<file path="src/rtl/cpu_busarb.sv">
// cpu_busarb: shares the single 16-bit CPU memory bus between the instruction-fetch
// port and the load/store port. One requester is granted at a time. Bus strobes are
// registered. Wait states requested by the slave are honoured, and hung accesses are
// aborted after a configurable timeout. Load/store has priority over fetch, except
// that fetch is forced through after MAX_MEM_BURST consecutive contested mem grants.
//
// Ports:
//   clk, reset_n                 clock (rising edge), asynchronous active-low reset
//   fetch_req/fetch_addr         fetch read request; fetch_ack is its completion pulse
//   mem_req/addr/we/wdata        load/store request; mem_ack is its completion pulse
//   rdata, bus_err               read data and abort flag, valid while an ack is high
//   busy_o                       arbiter is not idle
//   addr_o/re_o/we_o/data_o      registered bus address, strobes and write data
//   data_i, needWait_i           bus read data and slave wait-state request
module cpu_busarb #(
  parameter int unsigned MAX_MEM_BURST = 4,
  parameter int unsigned WAIT_TIMEOUT  = 255
) (
  input  logic        clk,
  input  logic        reset_n,
  input  logic        fetch_req,
  input  logic [15:0] fetch_addr,
  output logic        fetch_ack,
  input  logic        mem_req,
  input  logic [15:0] mem_addr,
  input  logic        mem_we,
  input  logic [15:0] mem_wdata,
  output logic        mem_ack,
  output logic [15:0] rdata,
  output logic        bus_err,
  output logic        busy_o,
  output logic [15:0] addr_o,
  output logic        re_o,
  output logic        we_o,
  output logic [15:0] data_o,
  input  logic [15:0] data_i,
  input  logic        needWait_i
);

  localparam logic [3:0] MaxBurst   = 4'(MAX_MEM_BURST);
  localparam logic [8:0] TimeoutCnt = 9'(WAIT_TIMEOUT);

  typedef enum logic [1:0] {StIdle, StBusyF, StBusyM, StDone} state_e;

  state_e      state_q, state_d;
  logic [3:0]  streak_q, streak_d;
  logic [7:0]  wcnt_q, wcnt_d;
  logic [15:0] addr_q, addr_d;
  logic        re_q, re_d;
  logic        we_q, we_d;
  logic [15:0] data_q, data_d;
  logic [15:0] rdata_q, rdata_d;
  logic        fetch_ack_q, fetch_ack_d;
  logic        mem_ack_q, mem_ack_d;
  logic        bus_err_q, bus_err_d;
  logic        grant_fetch;

  always_comb begin
    state_d     = state_q;
    streak_d    = streak_q;
    wcnt_d      = wcnt_q;
    addr_d      = addr_q;
    re_d        = re_q;
    we_d        = we_q;
    data_d      = data_q;
    rdata_d     = rdata_q;
    fetch_ack_d = fetch_ack_q;
    mem_ack_d   = mem_ack_q;
    bus_err_d   = bus_err_q;
    grant_fetch = 1'b0;

    unique case (state_q)
      StIdle: begin
        if (fetch_req || mem_req) begin
          // Fetch wins when alone, or when mem has used up its contested burst.
          grant_fetch = fetch_req && (!mem_req || (streak_q == MaxBurst));
          wcnt_d      = 8'd0;
          if (grant_fetch) begin
            state_d  = StBusyF;
            addr_d   = fetch_addr;
            re_d     = 1'b1;
            we_d     = 1'b0;
            data_d   = 16'h0000;
            streak_d = 4'd0;
          end else begin
            state_d = StBusyM;
            addr_d  = mem_addr;
            re_d    = ~mem_we;
            we_d    = mem_we;
            data_d  = mem_we ? mem_wdata : 16'h0000;
            // Only contested mem grants count toward the burst limit.
            if (fetch_req && (streak_q != 4'hF)) begin
              streak_d = streak_q + 4'd1;
            end
          end
        end
      end

      StBusyF, StBusyM: begin
        if (!needWait_i) begin
          rdata_d     = we_q ? 16'h0000 : data_i;
          addr_d      = 16'h0000;
          re_d        = 1'b0;
          we_d        = 1'b0;
          data_d      = 16'h0000;
          fetch_ack_d = (state_q == StBusyF);
          mem_ack_d   = (state_q == StBusyM);
          state_d     = StDone;
        end else begin
          if (wcnt_q != 8'hFF) begin
            wcnt_d = wcnt_q + 8'd1;
          end
          if ((TimeoutCnt != 9'd0) && (({1'b0, wcnt_q} + 9'd1) == TimeoutCnt)) begin
            rdata_d     = 16'hFFFF;
            addr_d      = 16'h0000;
            re_d        = 1'b0;
            we_d        = 1'b0;
            data_d      = 16'h0000;
            fetch_ack_d = (state_q == StBusyF);
            mem_ack_d   = (state_q == StBusyM);
            bus_err_d   = 1'b1;
            state_d     = StDone;
          end
        end
      end

      StDone: begin
        // Requests are deliberately ignored here so a held req is not re-granted.
        fetch_ack_d = 1'b0;
        mem_ack_d   = 1'b0;
        bus_err_d   = 1'b0;
        rdata_d     = 16'h0000;
        state_d     = StIdle;
      end

      default: state_d = StIdle;
    endcase
  end

  always_ff @(posedge clk or negedge reset_n) begin
    if (!reset_n) begin
      state_q     <= StIdle;
      streak_q    <= 4'd0;
      wcnt_q      <= 8'd0;
      addr_q      <= 16'h0000;
      re_q        <= 1'b0;
      we_q        <= 1'b0;
      data_q      <= 16'h0000;
      rdata_q     <= 16'h0000;
      fetch_ack_q <= 1'b0;
      mem_ack_q   <= 1'b0;
      bus_err_q   <= 1'b0;
    end else begin
      state_q     <= state_d;
      streak_q    <= streak_d;
      wcnt_q      <= wcnt_d;
      addr_q      <= addr_d;
      re_q        <= re_d;
      we_q        <= we_d;
      data_q      <= data_d;
      rdata_q     <= rdata_d;
      fetch_ack_q <= fetch_ack_d;
      mem_ack_q   <= mem_ack_d;
      bus_err_q   <= bus_err_d;
    end
  end

  assign fetch_ack = fetch_ack_q;
  assign mem_ack   = mem_ack_q;
  assign rdata     = rdata_q;
  assign bus_err   = bus_err_q;
  assign busy_o    = (state_q != StIdle);
  assign addr_o    = addr_q;
  assign re_o      = re_q;
  assign we_o      = we_q;
  assign data_o    = data_q;

endmodule

</file>
<file path="config.mk">
export PLATFORM = sky130hd
export DESIGN_NAME = cpu_busarb
export DESIGN_NICKNAME = d
export VERILOG_FILES = /design/src/rtl/cpu_busarb.sv
export SDC_FILE = /design/constraint.sdc
export NUM_CORES = 1
export LEC_CHECK = 0
export CAP_MARGIN = 0
export CELL_PAD_IN_SITES_DETAIL_PLACEMENT = 1
export CELL_PAD_IN_SITES_GLOBAL_PLACEMENT = 1
export CORE_MARGIN = 1.5
export CORE_UTILIZATION = 34
export DETAILED_ROUTE_END_ITERATION = 7
export PLACE_DENSITY = 0.9
export SYNTH_ARGS = -nofsm -noshare
export SYNTH_HDL_FRONTEND = slang
export SYNTH_SLANG_ARGS = --single-unit
</file>
<file path="constraint.sdc">
create_clock -name clk -period 3.2 [get_ports clk]
set_clock_uncertainty 0.05 [all_clocks]
set_input_delay 0.8 -clock clk [delete_from_list [all_inputs] [get_ports clk]]
set_output_delay 0.8 -clock clk [all_outputs]
set_load 0.005 [all_outputs]
</file>
# Yosys cells after proc, flatten, opt, wreduce, memory -nomap -nowiden
# Cells that the tools add are included.
# totals
in_bits	70
reg_bits	67
out_inout_bits	54
wordCells	85
# op_classes
addsub	3
n_mux	41
reduce_logical	17
bitwise_logic	1
n_eq_ne	12
# op_table
operator	n
two-way mux 16 bit	10
case mux 16 bit (2 select lines)	3
two-way mux 8 bit	3
case mux 8 bit (2 select lines)	1
two-way mux 1 bit	12
case mux 1 bit (2 select lines)	5
adder 8 x 1 -> 9 bit, second input constant	1
equality test 9 x 8 -> 1 bit, second input constant	1
AND reduction 3 bit	3
adder 8 x 1 -> 8 bit, second input constant	1
two-way mux 2 bit	4
two-way mux 4 bit	2
inequality test 2 bit, second input constant	4
inequality test 8 bit, second input constant	1
nonzero test 2 bit	4
case mux 2 bit (3 select lines)	1
adder 4 x 1 -> 4 bit, second input constant	1
equality test 2 bit, second input constant	2
equality test 4 x 3 -> 1 bit, second input constant	1
inequality test 4 bit, second input constant	1
AND reduction 2 bit	2
AND reduction 4 bit	1
inequality test 3 bit, second input constant	1
equality test 2 x 1 -> 1 bit, second input constant	1
other kinds (6)	8

# Depth between registers and ports, before layout
# Gate-level depths: netlist of the first run.
# depth
depth_word	6
depth_mapped	9
depth_no_buf	7

# Worst setup path before layout of the first run
# Ideal clock, no wire load.
# synth_path
path_type	in2reg
startpoint	input mem_req
endpoint	register data_q[10] (netlist: data_o[10])
stages	6
arrival_ns	2.119
setup_time_ns	0.121
n_path_buf	2
path_slack_ns	0.910
t_required_ns	3.029
path_cell_list	or3b_1 > a21boi_2 > and3_1 > clkbuf_1 > buf_2 > a22o_1
# synth_via
elab_chain_cells	6
word_cells_on_any_way	9
cone_classes	eq/ne: 1; mux: 3; reduce/logical: 5
# synth_lines
element	line_no	source
start: declaration	24	input logic mem_req,
logical NOT 1 bit	76	grant_fetch = fetch_req && (!mem_req || (streak_q == MaxBurst));
logical OR 1 bit	76	
logical AND 1 bit	76	
two-way mux 16 bit	78	if (grant_fetch) begin
two-way mux 16 bit	74	if (fetch_req || mem_req) begin
case mux 16 bit (2 select lines)	72	unique case (state_q)
end signal: assignment	160	data_q <= data_d;
end: declaration	51	logic [15:0] data_q, data_d;
# Parallel ways exist; a longest one is shown, timed or not. The select of a mux whose other input is x is not followed.
# A chain may end at the register's enable or synchronous reset.

# Worst setup path in the final report of the first run
# layout_path
startpoint	register state_q[0]
endpoint	output busy_o
# layout_via
elab_chain_cells	1
# layout_lines
element	line_no	source
start: declaration	45	state_e state_q, state_d;
start signal: assignment	142	state_q <= StIdle;
start signal: assignment	154	state_q <= state_d;
nonzero test 2 bit	172	assign busy_o = (state_q != StIdle);
end: declaration	31	output logic busy_o,
# No other way between the ends.

==> results of run 1 <==
==> how the worst max path moves through the flow <==
stage	cells after the start	start	slack, ns	endpoint
4_1_cts	4	state_q[1]	0.44	busy_o
2_1_floorplan	6	mem_req	0.91	data_o[10]
3_5_place_dp	5	fetch_req	0.30	data_o[10]
6_report	4	state_q[0]	0.48	busy_o
3_3_place_gp	5	mem_req	0.44	data_o[13]
5_1_grt	4	state_q[0]	0.37	busy_o
==> logic make-up after synthesis <==
logic type      Yosys count  share of synthesized area, %
mux                      34                          11.9
compound gates           84                          19.0
flops                    67                          49.9
simple gates             69                          11.7
buf+inv                  28                          3.80
xor+xnor                  3                         0.782
fa+ha+maj                 8                          2.98
==> state kept, by name (all words and copies together), names as in the netlist <==
register / cells
we_o: 1
mem_ack: 1
data_o: 16
fetch_ack: 1
streak_q: 4
wcnt_q: 8
re_o: 1
state_q: 2
addr_o: 16
rdata: 16
bus_err: 1
==> cells in the mapped netlist (2+ instances only) <==
cell type and instances:
sky130_fd_sc_hd__mux2_2 8, sky130_fd_sc_hd__o31ai_1 2, sky130_fd_sc_hd__nand4_1 3, sky130_fd_sc_hd__mux2i_1 16, sky130_fd_sc_hd__buf_2 6, sky130_fd_sc_hd__buf_4 2
sky130_fd_sc_hd__a31o_2 2, sky130_fd_sc_hd__nor2_1 18, sky130_fd_sc_hd__or2_2 3, sky130_fd_sc_hd__xor2_1 2, sky130_fd_sc_hd__inv_1 8, sky130_fd_sc_hd__nand2_1 18
sky130_fd_sc_hd__and3_1 3, sky130_fd_sc_hd__dfrtp_1 67, sky130_fd_sc_hd__a21oi_1 20, sky130_fd_sc_hd__nand3_1 7, sky130_fd_sc_hd__o2bb2ai_1 18, sky130_fd_sc_hd__mux2_4 10
sky130_fd_sc_hd__nand2b_1 3, sky130_fd_sc_hd__o211ai_1 2, sky130_fd_sc_hd__clkbuf_1 9, sky130_fd_sc_hd__o21ai_0 5, sky130_fd_sc_hd__a22o_1 21, sky130_fd_sc_hd__nor2b_1 2
sky130_fd_sc_hd__ha_1 8
==> layer usage <==
layer	wire (um)	part of all wire (%)
met5	0	0
met4	105	1.1
met3	621	6.5
met2	4910	51
met1	3910	41
==> layout make-up <==
type	instances	area (um2)	area share [%]
Clock inverter	7	100	2.02
Sequential cell	67	1680	33.9
Tap cell	133	166	3.36
Clock buffer	9	124	2.50
Timing Repair Buffer	130	1290	26.1
Multi-Input combinational cell	198	1560	31.5
Inverter	9	33.8	0.682
==> power by group through the flow <==
stage          clock [mW]  combinational [mW]  sequential [mW]
2_1_floorplan           0                1.44             1.42
3_3_place_gp            0                2.37             1.44
3_5_place_dp            0                2.50             1.45
4_1_cts             0.820                2.50             1.45
5_1_grt             0.855                2.70             1.49
6_report            0.802                2.45             1.44
==> worst max-delay path: cells and delay by family, from the launching register on <==
| family | cells | cell delay (ns) |
|---|---|---|
| DFF | 1 | 0.39 |
| adders and majority gates | 1 | 0.31 |
| buffers and inverters | 3 | 0.82 |
==> results.toml, run 1 <==
[detailed_routing]
drtPass1Iterations = 4
vias_per_cell = 5.14
vias = 2845
postRouteAntennaNets = 0
detailed_router_s_first_iteration_violation_count = 108
detail_route.drc_violations = 0
detail_route.wl_per_cell_um = 17.3
route.final.wire_length_mm = 9.54

[clock_tree]
cts-htree-levels = 3
cts_tree = "yes"
cts.repair_timing.setup_buffer_count = 0
clockRootBuffer = "sky130_fd_sc_hd__clkbuf_8"
clock_insertion_delay_worst_skew_ns = 0.35
cts.repair.resized = 0
cts_buffers = 9
postCtsHoldBufs = 0
cts.sink_count = 67
clkSlewWorstSetupHoldPaths_ns = 0.09
clockBufferDepth = 2

[setup_path]
slowest_stage = "sky130_fd_sc_hd__clkdlybuf4s50_1"
timing.critical_path.arrival_ns = 1.87
endpoint_kind = "output pin"
timing.reg2reg.worst_path_depth = 6
crit_path_class = "register to output pin"
reg2reg_slack_ns = 0.65
cp_cell_sequence = "inv_1 -> ha_1 -> inv_1 -> clkdlybuf4s50_1"
critical_path.most_common_cell = "sky130_fd_sc_hd__inv_1"
crit_fanout = 8
worstReg2RegStart = "state_q[1]"
worstSetupStartpointType = "register"
crit_path_max_incr_delay_ns = 0.53
cp.required_ns = 2.35
worst_r2r_endpoint = "data_o[10]"

[pwr]
power.static_leakage_nw = 2.11
power.switching_fraction_pct = 36.8
share_comb_of_total_power_pct = 52.2
switching_power_mw = 1.73
seq_power_share_pct = 30.7
p_total_mw = 4.70
clkPwrFrac_pct = 17.1
p_int_mw = 2.97
maximum_vdd_drop_mv = 0.434
power_density_mw_per_mm2 = 949

[logic_synthesis]
avgSynthCellArea_um2 = 11.5
synth_cells = 293
post_synth_main_area_contributors = "sky130_fd_sc_hd__dfrtp_1 50%, sky130_fd_sc_hd__a22o_1 5.5%, sky130_fd_sc_hd__mux2i_1 4.8%"
synth_enable_flop_cells = 0
yosys.area.top_type = "sky130_fd_sc_hd__dfrtp_1"
ys_seq_elements = 67
mappedNetlistNets = 371
yosys.area.top_type_share_pct = 49.9
async_reset_ff_share_pct = 100
synth-main-ff-cell = "sky130_fd_sc_hd__dfrtp_1"
yosysWarnings = 0
synth_cell_area_mm2 = 0.00336
sequential_to_total_area_share_from_yosys_stat_pct = 49.9
synth.distinct_cells = 55

[cells_and_area]
stdcell_count = 553
final.fill_count = 1047
most_frequent_cells_in_the_layout = "122 x sky130_fd_sc_hd__clkdlybuf4s50_1, 67 x sky130_fd_sc_hd__dfrtp_1, 21 x sky130_fd_sc_hd__a22o_1, 20 x sky130_fd_sc_hd__a21oi_1"
num_antenna_cells = 0
synthToLayoutAreaGrowth_pct = 47.4
layout-drive-gt1-share_pct = 12.9
utilization_pct = 51.1
nNetsFinal = 493
final_cell_area_mm2 = 0.00495
mostFrequentLayoutCell = "sky130_fd_sc_hd__clkdlybuf4s50_1"

[timing]
layout_setup_ws_ns = 0.482
report.final.slew_viol_count = 0
totalNegativeSetupSlack_ns = 0
timing.hold.ws_ns = 0.443
maximum_operating_frequency_mhz = 368
tightest_slew_ns = 0.682
setup_viol = 0
final_period_minus_worst_setup_slack_ns = 2.72
maxSlewHeadroom_pct = 54.5
final-hold-violation-count = 0
rsz0062_at_grt = "no"
timing.final.crit_share_pct = 84.9

[floorplan]
die_width_um = 102
core.rowCount = 36
fp.dieH_um = 102
fp.coreArea_mm2 = 0.00968
floorplan.die_area_mm2 = 0.0105
i_o_pin_count = 124
starting_utilization_of_the_core_area_pct = 34.7

[global_route]
global_route.usage.met1_pct = 22.9
number_of_antenna_violations_at_the_first_check_in_global_routing = 0
grt_pass1_vias = 3160
overflow = 0
globalRoute.busiestLayer = "met2"
pin_count_of_the_biggest_net_entering_global_routing = 39
grt.met3_usage_pct = 6.43
grt_use_met2_pct = 33.4
grt_pass1_wl_mm = 15.5
grt.total_usage_pct = 19.3

[place]
routability_congestion_estimate = 0.862
port_buffers = 123
detailed_place_hpwl_mm = 6.98
place_area_mm2 = 0.00473
dpl.cell_count = 537
place_ws_ns = 0.297

[flow_run]
maxCapViolations = 0

[hold_path]
hold_path_class = "input port to asynchronous set/reset pin"

[run_status]
run_status = "finished, final reports clean"
No activity file was read; power rests on OpenSTA's default activity.
==> inputs of run 2 (changes only) <==
clock period = 2.8 ns   (was 3.2 ns; I/O delays follow)
==> run 2 against run 1 <==
Global-route usage is essentially flat; combinational power grew 17%; wire length shrank 0.28%; first-iteration DRC count shrank 11%; non-clock buffer count grew 1; die area is the same; hold slack lost 0.16 ns; sequential power grew 15%; setup slack lost 0.31 ns; cell count grew 0.18%; clock-buffer cell count is the same.
==> results.toml, run 2 (synthesized netlist as in run 1, its figures left out) <==
[pwr]
power.static_leakage_nw = 2.12
maximum_vdd_drop_mv = 0.537
power_density_mw_per_mm2 = 1090

[clock_tree]
clockRootBuffer = "sky130_fd_sc_hd__clkbuf_8"
cts-htree-levels = 3
cts.repair.resized = 0
clkSlewWorstSetupHoldPaths_ns = 0.08
clockBufferDepth = 2
cts_tree = "yes"
cts_buffers = 9
cts.sink_count = 67
postCtsHoldBufs = 0
cts.repair_timing.setup_buffer_count = 0
clock_insertion_delay_worst_skew_ns = 0.35

[global_route]
grt_pass1_vias = 3094
grt_pass1_wl_mm = 15.5
grt.total_usage_pct = 19.3
number_of_antenna_violations_at_the_first_check_in_global_routing = 0
pin_count_of_the_biggest_net_entering_global_routing = 44
grt.met3_usage_pct = 5.40
grt_use_met2_pct = 33.4
globalRoute.busiestLayer = "met2"
global_route.usage.met1_pct = 23.0
overflow = 0

[detailed_routing]
drtPass1Iterations = 4
detailed_router_s_first_iteration_violation_count = 96
vias = 2829
detail_route.wl_per_cell_um = 17.2
postRouteAntennaNets = 0
route.final.wire_length_mm = 9.51
detail_route.drc_violations = 0
vias_per_cell = 5.11

[setup_path]
crit_path_class = "register to output pin"
slowest_stage = "sky130_fd_sc_hd__clkdlybuf4s50_1"
cp_cell_sequence = "inv_1 -> ha_1 -> inv_1 -> clkdlybuf4s50_1"
crit_path_max_incr_delay_ns = 0.53
reg2reg_slack_ns = 0.28
critical_path.most_common_cell = "sky130_fd_sc_hd__inv_1"
endpoint_kind = "output pin"
timing.critical_path.arrival_ns = 1.87
worstReg2RegStart = "wcnt_q[0]"
cp-startpoint = "state_q[0]"
timing.reg2reg.worst_path_depth = 7
crit_fanout = 8
worstSetupStartpointType = "register"
cp.required_ns = 2.05
worst_r2r_endpoint = "rdata[4]"

[floorplan]
starting_utilization_of_the_core_area_pct = 34.7
floorplan.die_area_mm2 = 0.0105
fp.dieH_um = 102
i_o_pin_count = 124
fp.coreArea_mm2 = 0.00968
core.rowCount = 36
die_width_um = 102

[flow_run]
maxCapViolations = 0

[timing]
totalNegativeSetupSlack_ns = 0
report.final.slew_viol_count = 0
rsz0062_at_grt = "no"
maxSlewHeadroom_pct = 55.0
final_period_minus_worst_setup_slack_ns = 2.62
timing.final.crit_share_pct = 93.7
setup_viol = 0
tightest_slew_ns = 0.675
layout_setup_ws_ns = 0.175
maximum_operating_frequency_mhz = 381
final-hold-violation-count = 0

[run_status]
run_status = "finished, final reports clean"

[place]
detailed_place_hpwl_mm = 7.00
port_buffers = 123
place_ws_ns = 0.0996
routability_congestion_estimate = 0.881

[cells_and_area]
synthToLayoutAreaGrowth_pct = 48.0
final.fill_count = 1046
mostFrequentLayoutCell = "sky130_fd_sc_hd__clkdlybuf4s50_1"
nNetsFinal = 494
utilization_pct = 51.3
layout-drive-gt1-share_pct = 13.1
num_antenna_cells = 0
most_frequent_cells_in_the_layout = "122 x sky130_fd_sc_hd__clkdlybuf4s50_1, 67 x sky130_fd_sc_hd__dfrtp_1, 21 x sky130_fd_sc_hd__a22o_1, 20 x sky130_fd_sc_hd__a21oi_1"

[hold_path]
hold_path_class = "input port to asynchronous set/reset pin"
==> run 2: changes by cell type in the layout (fill, tap and decap cells not counted) <==
cell,change
sky130_fd_sc_hd__buf_12,+1
==> run 2: metal layers <==
layer | routed length (um) | vias up | part of all wire, %
met1 | 3960 | 1389 | 42
met2 | 4840 | 91 | 51
met3 | 537 | 16 | 5.6
met5 | 0 | - | 0
li1 | - | 1333 | -
met4 | 174 | 0 | 1.8
==> run 2: critical path: cells and delay by family, from the launching register on <==
family / cells / cell delay [ns]
adder cells (fa/ha/maj): 1 / 0.30
buffers and inverters: 3 / 0.83
flip-flops: 1 / 0.39
==> run 2: area by class of cell <==
| type | count | area, um2 | area share [%] |
|---|---|---|---|
| Multi-Input combinational cell | 198 | 1560 | 31.4 |
| Clock inverter | 7 | 100 | 2.01 |
| Clock buffer | 9 | 124 | 2.49 |
| Inverter | 9 | 33.8 | 0.680 |
| Tap cell | 133 | 166 | 3.35 |
| Timing Repair Buffer | 131 | 1310 | 26.4 |
| Sequential cell | 67 | 1680 | 33.7 |
==> run 2: stage by stage <==
| step | hold WS, ns | instance area (um2) | std cells | power, mW |
|---|---|---|---|---|
| floorplan | 0.354 | 3360 | 293 | 3.26 |
| global placement | 0.422 | 4750 | 538 | 4.42 |
| detailed placement | 0.425 | 4750 | 538 | 4.58 |
| CTS | 0.299 | 4970 | 554 | 5.52 |
| global route | 0.321 | 4970 | 554 | 5.84 |
| finish | 0.287 | 4970 | 554 | 5.44 |
==> run 2: worst max path at each step <==
stage	slack, ns	cells past startpoint	end
5_1_grt	0.07	4	busy_o
2_1_floorplan	0.57	8	fetch_ack
6_report	0.18	4	busy_o
4_1_cts	0.15	4	busy_o
3_3_place_gp	0.16	5	data_o[13]
3_5_place_dp	0.1	5	data_o[13]
==> run 2: power breakdown <==
part / switching [mW] / total (mW) / internal, mW
combinational: 1.30 / 2.87 / 1.57
sequential: 0.284 / 1.66 / 1.37
clock: 0.403 / 0.911 / 0.507
